$ cat src/rtl/ex_muldiv_unit.sv
// RV32M multi-cycle multiply/divide unit for the EX stage.
// Define EX_FAST_MUL_EN for a single-cycle multiplier path.
package ex_muldiv_pkg;
    typedef enum logic [1:0] {
        FW_NONE    = 2'b00,
        FW_MEM_ALU = 2'b01,
        FW_WB_DATA = 2'b10
    } fw_sel_e;

    typedef enum logic [1:0] {
        S_IDLE = 2'b00,
        S_CALC = 2'b01,
        S_FIX  = 2'b10,
        S_DONE = 2'b11
    } md_state_e;
endpackage

module ex_muldiv_unit
    import ex_muldiv_pkg::*;
#(
    parameter int DATA_WIDTH = 32,
    parameter int TAG_WIDTH  = 5
) (
    input  logic                  clk,
    input  logic                  rst_n,
    input  logic                  EX_start_i,
    input  logic                  EX_flush_i,
    input  logic [2:0]            EX_funct3_i,
    input  logic [DATA_WIDTH-1:0] EX_rd_data1_i,
    input  logic [DATA_WIDTH-1:0] EX_rd_data2_i,
    input  logic [DATA_WIDTH-1:0] MEM_alu_result_i,
    input  logic [DATA_WIDTH-1:0] WB_wr_data_i,
    input  fw_sel_e               EX_forwardA_i,
    input  fw_sel_e               EX_forwardB_i,
    input  logic [TAG_WIDTH-1:0]  EX_rd_i,
    output logic                  EX_busy_o,
    output logic                  EX_done_o,
    output logic [DATA_WIDTH-1:0] EX_result_o,
    output logic [TAG_WIDTH-1:0]  EX_rd_o
);
    localparam int W  = DATA_WIDTH;
    localparam int CW = $clog2(W);

    md_state_e state_q, state_d;

    logic [2:0]           op_q;
    logic [TAG_WIDTH-1:0] tag_q;
    logic                 neg_a_q, neg_b_q, spec_q;
    logic [W-1:0]         b_mag_q;
    logic [W-1:0]         hi_q, lo_q;
    logic [CW-1:0]        cnt_q;
    logic [W-1:0]         res_q;
    logic [TAG_WIDTH-1:0] rd_q;

    logic [W-1:0] op_a, op_b;
    logic         is_div_in, sgn_a_in, sgn_b_in;
    logic         neg_a_in, neg_b_in;
    logic [W-1:0] a_mag_in, b_mag_in;
    logic         div_zero_in, div_ovf_in, special_in;
    logic [W-1:0] spec_quo_in, spec_rem_in;
    logic         accept, last_iter;

    always_comb begin
        op_a = EX_rd_data1_i;
        case (EX_forwardA_i)
            FW_MEM_ALU: op_a = MEM_alu_result_i;
            FW_WB_DATA: op_a = WB_wr_data_i;
            default:    op_a = EX_rd_data1_i;
        endcase
    end

    always_comb begin
        op_b = EX_rd_data2_i;
        case (EX_forwardB_i)
            FW_MEM_ALU: op_b = MEM_alu_result_i;
            FW_WB_DATA: op_b = WB_wr_data_i;
            default:    op_b = EX_rd_data2_i;
        endcase
    end

    // MULH, MULHSU, DIV, REM treat A as signed; MULH, DIV, REM treat B as signed
    assign is_div_in = EX_funct3_i[2];
    assign sgn_a_in  = (EX_funct3_i == 3'b001) || (EX_funct3_i == 3'b010)
                    || (EX_funct3_i == 3'b100) || (EX_funct3_i == 3'b110);
    assign sgn_b_in  = (EX_funct3_i == 3'b001) || (EX_funct3_i == 3'b100)
                    || (EX_funct3_i == 3'b110);
    assign neg_a_in  = sgn_a_in & op_a[W-1];
    assign neg_b_in  = sgn_b_in & op_b[W-1];
    assign a_mag_in  = neg_a_in ? -op_a : op_a;
    assign b_mag_in  = neg_b_in ? -op_b : op_b;

    assign div_zero_in = is_div_in && (op_b == '0);
    assign div_ovf_in  = is_div_in && sgn_b_in && (op_b == '1)
                      && (op_a == {1'b1, {(W-1){1'b0}}});
    assign special_in  = div_zero_in | div_ovf_in;
    assign spec_quo_in = div_zero_in ? '1 : op_a;
    assign spec_rem_in = div_zero_in ? op_a : '0;

    assign accept    = EX_start_i && !EX_flush_i
                    && (state_q == S_IDLE || state_q == S_DONE);
    assign last_iter = (cnt_q == CW'(W - 1));

`ifdef EX_FAST_MUL_EN
    logic                  fast_in;
    logic signed [W:0]     fast_a, fast_b;
    logic signed [2*W-1:0] fast_p;
    logic [W-1:0]          fast_res;

    assign fast_in  = !is_div_in;
    assign fast_a   = {neg_a_in, op_a};
    assign fast_b   = {neg_b_in, op_b};
    assign fast_p   = (2*W)'(fast_a * fast_b);
    assign fast_res = (EX_funct3_i == 3'b000) ? fast_p[W-1:0]
                                              : fast_p[2*W-1:W];
`endif

    always_comb begin
        state_d = state_q;
        if (EX_flush_i) begin
            state_d = S_IDLE;
        end else begin
            case (state_q)
                S_IDLE, S_DONE: begin
                    if (EX_start_i) begin
`ifdef EX_FAST_MUL_EN
                        if (fast_in)
                            state_d = S_DONE;
                        else if (special_in)
                            state_d = S_FIX;
                        else
                            state_d = S_CALC;
`else
                        state_d = special_in ? S_FIX : S_CALC;
`endif
                    end else begin
                        state_d = S_IDLE;
                    end
                end
                S_CALC:  state_d = last_iter ? S_FIX : S_CALC;
                S_FIX:   state_d = S_DONE;
                default: state_d = S_IDLE;
            endcase
        end
    end

    always_ff @(posedge clk or negedge rst_n) begin
        if (!rst_n)
            state_q <= S_IDLE;
        else
            state_q <= state_d;
    end

    // One iteration: shift-add for multiply, restoring step for divide
    logic [W:0]   mul_sum, div_sh, div_diff;
    logic [W-1:0] hi_n, lo_n;

    always_comb begin
        mul_sum  = {1'b0, hi_q} + (lo_q[0] ? {1'b0, b_mag_q} : '0);
        div_sh   = {hi_q, lo_q[W-1]};
        div_diff = div_sh - {1'b0, b_mag_q};
        if (op_q[2]) begin
            if (!div_diff[W]) begin
                hi_n = div_diff[W-1:0];
                lo_n = {lo_q[W-2:0], 1'b1};
            end else begin
                hi_n = div_sh[W-1:0];
                lo_n = {lo_q[W-2:0], 1'b0};
            end
        end else begin
            hi_n = mul_sum[W:1];
            lo_n = {mul_sum[0], lo_q[W-1:1]};
        end
    end

    logic [2*W-1:0] prod, prod_fix;
    logic [W-1:0]   quo_fix, rem_fix, fix_res;
    logic           sgn_x;

    always_comb begin
        sgn_x    = neg_a_q ^ neg_b_q;
        prod     = {hi_q, lo_q};
        prod_fix = sgn_x ? -prod : prod;
        quo_fix  = (spec_q || !sgn_x) ? lo_q : -lo_q;
        rem_fix  = (spec_q || !neg_a_q) ? hi_q : -hi_q;
        case (op_q)
            3'b000:         fix_res = prod_fix[W-1:0];
            3'b001, 3'b010,
            3'b011:         fix_res = prod_fix[2*W-1:W];
            3'b100, 3'b101: fix_res = quo_fix;
            default:        fix_res = rem_fix;
        endcase
    end

    always_ff @(posedge clk or negedge rst_n) begin
        if (!rst_n) begin
            op_q    <= '0;
            tag_q   <= '0;
            neg_a_q <= 1'b0;
            neg_b_q <= 1'b0;
            spec_q  <= 1'b0;
            b_mag_q <= '0;
            hi_q    <= '0;
            lo_q    <= '0;
            cnt_q   <= '0;
            res_q   <= '0;
            rd_q    <= '0;
        end else if (accept) begin
            op_q    <= EX_funct3_i;
            tag_q   <= EX_rd_i;
            neg_a_q <= neg_a_in;
            neg_b_q <= neg_b_in;
            spec_q  <= special_in;
            b_mag_q <= b_mag_in;
            cnt_q   <= '0;
            hi_q    <= special_in ? spec_rem_in : '0;
            lo_q    <= special_in ? spec_quo_in : a_mag_in;
`ifdef EX_FAST_MUL_EN
            if (fast_in) begin
                res_q <= fast_res;
                rd_q  <= EX_rd_i;
            end
`endif
        end else if (!EX_flush_i && state_q == S_CALC) begin
            cnt_q <= cnt_q + 1'b1;
            hi_q  <= hi_n;
            lo_q  <= lo_n;
        end else if (!EX_flush_i && state_q == S_FIX) begin
            res_q <= fix_res;
            rd_q  <= tag_q;
        end
    end

    assign EX_busy_o   = (state_q == S_CALC) || (state_q == S_FIX);
    assign EX_done_o   = (state_q == S_DONE);
    assign EX_result_o = res_q;
    assign EX_rd_o     = rd_q;
endmodule

$ cat config.mk
export PLATFORM = sky130hd
export DESIGN_NAME = ex_muldiv_unit
export DESIGN_NICKNAME = d
export VERILOG_FILES = /design/src/rtl/ex_muldiv_unit.sv
export SDC_FILE = /design/constraint.sdc
export NUM_CORES = 1
export LEC_CHECK = 0
export CELL_PAD_IN_SITES_DETAIL_PLACEMENT = 1
export CELL_PAD_IN_SITES_GLOBAL_PLACEMENT = 1
export CORE_MARGIN = 2
export CORE_UTILIZATION = 45
export CTS_BUF_LIST = sky130_fd_sc_hd__clkbuf_4 sky130_fd_sc_hd__clkbuf_8 sky130_fd_sc_hd__clkbuf_16
export CTS_CLUSTER_SIZE = 40
export DETAILED_ROUTE_END_ITERATION = 8
export HOLD_SLACK_MARGIN = 0.1
export PLACE_DENSITY = 0.88
export SYNTH_ARGS = -nofsm -noshare
export SYNTH_HDL_FRONTEND = slang
export SYNTH_SLANG_ARGS = --single-unit
$ cat constraint.sdc
create_clock -name clk -period 6.8 [get_ports clk]
set_clock_uncertainty 0.15 [all_clocks]
set_input_delay 0.68 -clock clk [delete_from_list [all_inputs] [get_ports clk]]
set_output_delay 0.68 -clock clk [all_outputs]
set_load 0.02 [all_outputs]
---- Word-level counts from Yosys, hierarchy flattened ----
Cells that the tools add are included.
W data, S select, Z words.
word-level totals
  register bits ........................... 151
  bits of input ports ..................... 144
  output and inout bits ................... 39
  logic and storage cells ................. 101
cells by class
  add/subtract/negate cells ............... 8
  equal/unequal tests ..................... 19
  mux-type cells .......................... 28
  bitwise gates (word level) .............. 6
  reduce and logical (&&, ||, !) cells .... 28
operator list
  operator                count
  $mux W32                16
  $neg A32 Y32            4
  $pmux W32 S2            2
  $pmux W32 S3            1
  $eq A32 B32 Y1 const B  2
  $mux W64                1
  $neg A64 Y64            1
  $add A32 B32 Y33        1
  $sub A33 B32 Y33        1
  $logic_not A32 Y1       1
  $eq A3 B3 Y1 const B    4
  $mux W5                 2
  $eq A3 B2 Y1 const B    3
  $logic_or A1 B1 Y1      9
  $eq A2 B2 Y1 const B    4
  $logic_and A1 B1 Y1     8
  $mux W2                 4
  $eq A2 B1 Y1 const B    3
  $eq A3 B1 Y1 const B    2
  $pmux W2 S3             1
  $add A5 B1 Y5 const B   1
  $eq A5 B5 Y1 const B    1
  $reduce_or A2 Y1        2
  $logic_not A1 Y1        3
  10 further kinds        12

---- Depth between registers and ports, before layout ----
  depth in word-level cells ............... 11
  depth in mapped cells ................... 18
  gate-level depth less buffers ........... 15

---- Worst setup path after synthesis ----
OpenSTA, ideal clock, no wires.
  path type ............................... input -> register
  start ................................... input port EX_forwardB_i[0]
  end ..................................... register lo_q[12]
  data arrival time ....................... 3.299 ns
  path slack .............................. 3.283 ns
  cell stages on the path ................. 17
  buffers on the path ..................... 3
  path through ............................ inv_1 -> ha_1 -> buf_6 -> buf_2 -> o21a_1 -> inv_1 -> ha_1 -> inv_1 -> a2111oi_0 -> nand4_1 -> nor4_1 -> nand4_2 -> nand2_1 -> buf_4 -> a31oi_1 -> or3_1 -> nand3_1
on the way
  cells in the longest elaborated chain, start to end .. 8
  elaborated cells between the ends (all ways) .. 12
  those cells by class .................... eq/ne (3); mux (4); bitwise (1); reduce/logical (4)
RTL lines
  item                                                 line  text
  start, declared                                      34    input fw_sel_e EX_forwardB_i,
  $eq A2 B2 Y1 / $eq A2 B1 Y1 (equally long branches)  74    case (EX_forwardB_i)
  $pmux W32 S2 *                                       74
  $eq A32 B32 Y1                                       93    assign div_ovf_in = is_div_in && sgn_b_in && (op_b == '1)
  $logic_and A1 B1 Y1                                  93
  $logic_and A1 B1 Y1                                  94    && (op_a == {1'b1, {(W-1){1'b0}}});
  $or A1 B1 Y1                                         95    assign special_in = div_zero_in | div_ovf_in;
  $mux W32 *                                           216   lo_q <= special_in ? spec_quo_in : a_mag_in;
  $mux W32 *                                           207   end else if (accept) begin
  end signal, assigned                                 216
  end signal, assigned                                 226   lo_q <= lo_n;
  end, declared                                        50    logic [W-1:0] hi_q, lo_q;
Every way passes the cells marked *; elsewhere a longest branch is shown, timed or not.
A chain may end at the register's enable or synchronous reset.

---- Worst setup path after layout ----
  start ................................... input port EX_forwardB_i[0]
  end ..................................... register lo_q[16]
The elaborated chain is that of the path after synthesis.

==> reports/metrics.yaml <==
detailed_routing:
  drt_iter0_drc: 2091
  antenna_left: 0
  routedWlPerCell_um: 28.1
  drt_pass1_iterations: 8
  routed_wirelength_mm: 80.2
  via_per_inst: 6.77
  drcViolationCount: 0
  vias: 19331
clock_tree:
  htreeDepth: 4
  postCtsSetupBuffers: 0
  post_cts_resized: 0
  clk_pin_slew_ns: 0.07
  clock-root-buffer: "clkbuf_16"
  cts_made_buffers: 17
  clock_latency_ns: 0.45
  cts.sinks: 151
  cts_buffer_depth: 2
  cts_tree: "done"
  cts_hold_buf: 0
grt:
  grt_overflow: 0
  grt_pass1_vias: 19251
  antenna_found_initial: 3
  grt_pass1_wl_mm: 121
  grt.total_usage_pct: 40.9
  grt_max_degree: 87
min_path:
  hold_path.class: "in2async"
setup_path:
  timing.rr.end: "hi_q[30]$_DFFE_PN0N_"
  cp_cell_sequence: "clkdlybuf4s50_1 > inv_1 > ha_1 > a22oi_1 > o21a_1 > inv_1 > ha_1 > inv_1 > a2111oi_0 > nand4_1 > nor4_1 > nand4_2 > nand2_1 > o21ai_0 > a21oi_1 > o21ai_0"
  path_depth: 16
  cp_slowest_cell: "ha_1"
  critPathTopFamily: "simple AND/OR/NAND/NOR gates"
  crit_type: "in2reg"
  required_ns: 6.98
  max_stage_delay_ns: 0.95
  end_kind: "register"
  path_buf_inv: 4
  rr_startpoint: "lo_q[31]$_DFFE_PN0N_"
  cpMostUsedCell: "inv_1"
  reg2regPathDepth: 13
  worstPathArrival_ns: 5.67
  r2r_slack_ns: 1.87
  critPathLaunchType: "primary input"
  critPathMaxFanout: 32
die:
  die_area_um2: 39000
  core_area_um2: 36800
  die_h_um: 198
  io_pins: 183
  core.rowCount: 70
  initial_core_util_pct: 45.9
  die_w_um: 198
layout:
  design_area_um2: 19600
  fin_nets: 2596
  layout-drive-gt1-share_pct: 6.66
  diodes: 0
  fillCellCount: 4650
  syn_to_final_growth_pct: 16.2
synth:
  ys_ff_latch: 151
  yosys_warnings: 0
  yosysTopAreaCellShare_pct: 22.4
  synth.cell_area_um2: 16900
  yosysSeqAreaShare_pct: 22.4
  synth_nets: 2514
  ys_types: 93
  synth_enable_flop_cells: 0
  ys_dominant_reg_cell: "dfrtp_1"
  synthCells: 2291
  async_reset_ff_share_pct: 100
  syn_area_per_cell_um2: 7.36
  synth_area_leaders: "dfrtp_1 22%, o21ai_0 6.6%, nand2_1 6.2%, ha_1 5.7%, a21oi_1 5.6%"
  yosys.area.top_type: "dfrtp_1"
power_and_ir_drop:
  ir_worst_vdd_mv: 0.279
  p_comb_share_pct: 70.0
  internal_power_mw: 4.74
  power_mw: 10.7
  switching_power_mw: 5.92
  pwr-share-clk_pct: 10.3
  seqPwrFrac_pct: 19.7
  p_sw_share_pct: 55.5
  p_leak_nw: 8.14
  powerDensity_nw_per_um2: 544
run:
  maxCapViolCount: 0
sta:
  hold_viol: 0
  maxSlewViolCount: 0
  setup_viol: 0
  relSlewSlack_pct: 5.07
  fmax_mhz: 182
  worstMarginPinSlew_ns: 1.41
  post-route-period-util_pct: 80.7
  finalCriticalPeriod_ns: 5.49
  tns_ns: 0
  rsz0062_at_grt: "no"
place:
  port_buffers: 182
  place_area_um2: 19000
  place_congestion: 0.991
  hpwl_mm: 61.9
status:
  status: "complete, no violations"
==> synth_stat cells (14+ instances only) <==
cell type	n
and2_1	14
or3_1	21
ha_1	77
buf_2	16
a21oi_1	188
or2_2	25
and3_1	22
o211ai_1	21
nor2b_1	36
a211oi_1	28
clkbuf_1	123
mux2i_1	46
dfrtp_1	151
o21ai_0	222
nor2_1	197
nand2_1	280
a221oi_1	37
nand2b_1	34
o21a_1	18
xor2_1	89
o22ai_1	19
a221o_1	23
nor3_1	55
a22oi_1	30
nand3_1	38
a21o_1	32
mux2_2	16
nand4_1	15
a31oi_1	45
nor4_1	28
inv_1	65
xnor2_1	74
o31ai_1	20
==> layer usage <==
layer / up-vias / part of all wire [%] / GRT usage [%]
met1: 9468 / 41 / 53.1
li1: 8537 / - / -
met3: 233 / 9.5 / 8.96
met5: - / 0.029 / 0
met4: 2 / 4.8 / 17.9
met2: 1091 / 45 / 65.1
==> power groups by stage <==
stage / Sequential [mW] / Combinational (mW) / Clock (mW)
floorplan: 1.69 / 5.11 / 0
detailed placement: 2.07 / 7.18 / 0
finish: 2.10 / 7.46 / 1.10
global placement: 2.04 / 6.94 / 0
global route: 2.14 / 7.99 / 1.13
CTS: 2.06 / 7.26 / 1.10
==> cells by family after synthesis <==
logic type	after synthesis	synth area share (%)
AO/OA/AOI/OAI	780	29.5
XOR/XNOR	164	8.56
multiplexers	62	3.80
adder cells (fa/ha/maj)	79	5.95
AND/OR/NAND/NOR	825	24.0
buffers and inverters	230	5.73
flip-flops	151	22.4
==> sequential cells by signal (all words and copies together), names as in the netlist <==
signal       flops
EX_rd_o          5
EX_result_o     32
b_mag_q         32
cnt_q            5
hi_q            32
lo_q            32
neg_a_q          1
neg_b_q          1
op_q             3
spec_q           1
state_q          2
tag_q            5
==> worst max path at each step <==
stage / to / start
6_report: lo_q[16]$_DFFE_PN0N_ / EX_forwardB_i[0]
5_1_grt: lo_q[16]$_DFFE_PN0N_ / EX_forwardB_i[0]
4_1_cts: lo_q[12]$_DFFE_PN0N_ / EX_forwardB_i[0]
3_5_place_dp: lo_q[3]$_DFFE_PN0N_ / EX_forwardB_i[0]
3_3_place_gp: lo_q[25]$_DFFE_PN0N_ / EX_forwardB_i[0]
2_1_floorplan: lo_q[12]$_DFFE_PN0N_ / EX_forwardB_i[0]
==> cell usage in the layout (no fill, tap or decap), types with 14 or more instances in the layout <==
| cell | n |
|---|---|
| a22oi_1 | 30 |
| nand3_1 | 38 |
| mux2_2 | 16 |
| nand4_1 | 15 |
| buf_4 | 43 |
| nor4_1 | 28 |
| o31ai_1 | 20 |
| dfrtp_1 | 150 |
| xor2_1 | 88 |
| inv_1 | 65 |
| a221o_1 | 23 |
| mux2i_1 | 46 |
| a211oi_1 | 28 |
| o21ai_1 | 14 |
| o21ai_0 | 220 |
| nor2_1 | 196 |
| clkdlybuf4s50_1 | 181 |
| o211ai_1 | 21 |
| and2_1 | 14 |
| nor2b_1 | 34 |
| or2_2 | 25 |
| xnor2_1 | 73 |
| a21oi_1 | 188 |
| a21o_1 | 32 |
| nand2b_1 | 33 |
| a31oi_1 | 45 |
| and3_1 | 22 |
| a221oi_1 | 37 |
| clkbuf_16 | 17 |
| o21a_1 | 18 |
| o22ai_1 | 19 |
| nor3_1 | 54 |
| or3_1 | 20 |
| nand2_1 | 280 |
| ha_1 | 77 |
==> layout make-up <==
class | count | area, um2 | share of cell area [%]
tap | 468 | 586 | 2.99
multi-input combinational | 1910 | 12200 | 62.2
sequential | 151 | 3780 | 19.3
timing repair buffer | 225 | 2150 | 10.9
clock inverter | 12 | 200 | 1.02
inverter | 68 | 255 | 1.30
clock buffer | 20 | 448 | 2.29
==> stage by stage <==
step,cells,util (%),worst slack [ns],hold slack [ns]
2_1_floorplan,2291,-,3.28,0.234
3_3_place_gp,2822,51.5,1.20,0.298
3_5_place_dp,2822,51.5,1.03,0.307
4_1_cts,2854,53.3,1.47,0.189
5_1_grt,2854,53.3,1.05,0.177
6_report,2854,53.3,1.31,0.119
Power figures use the tool's default switching activity.
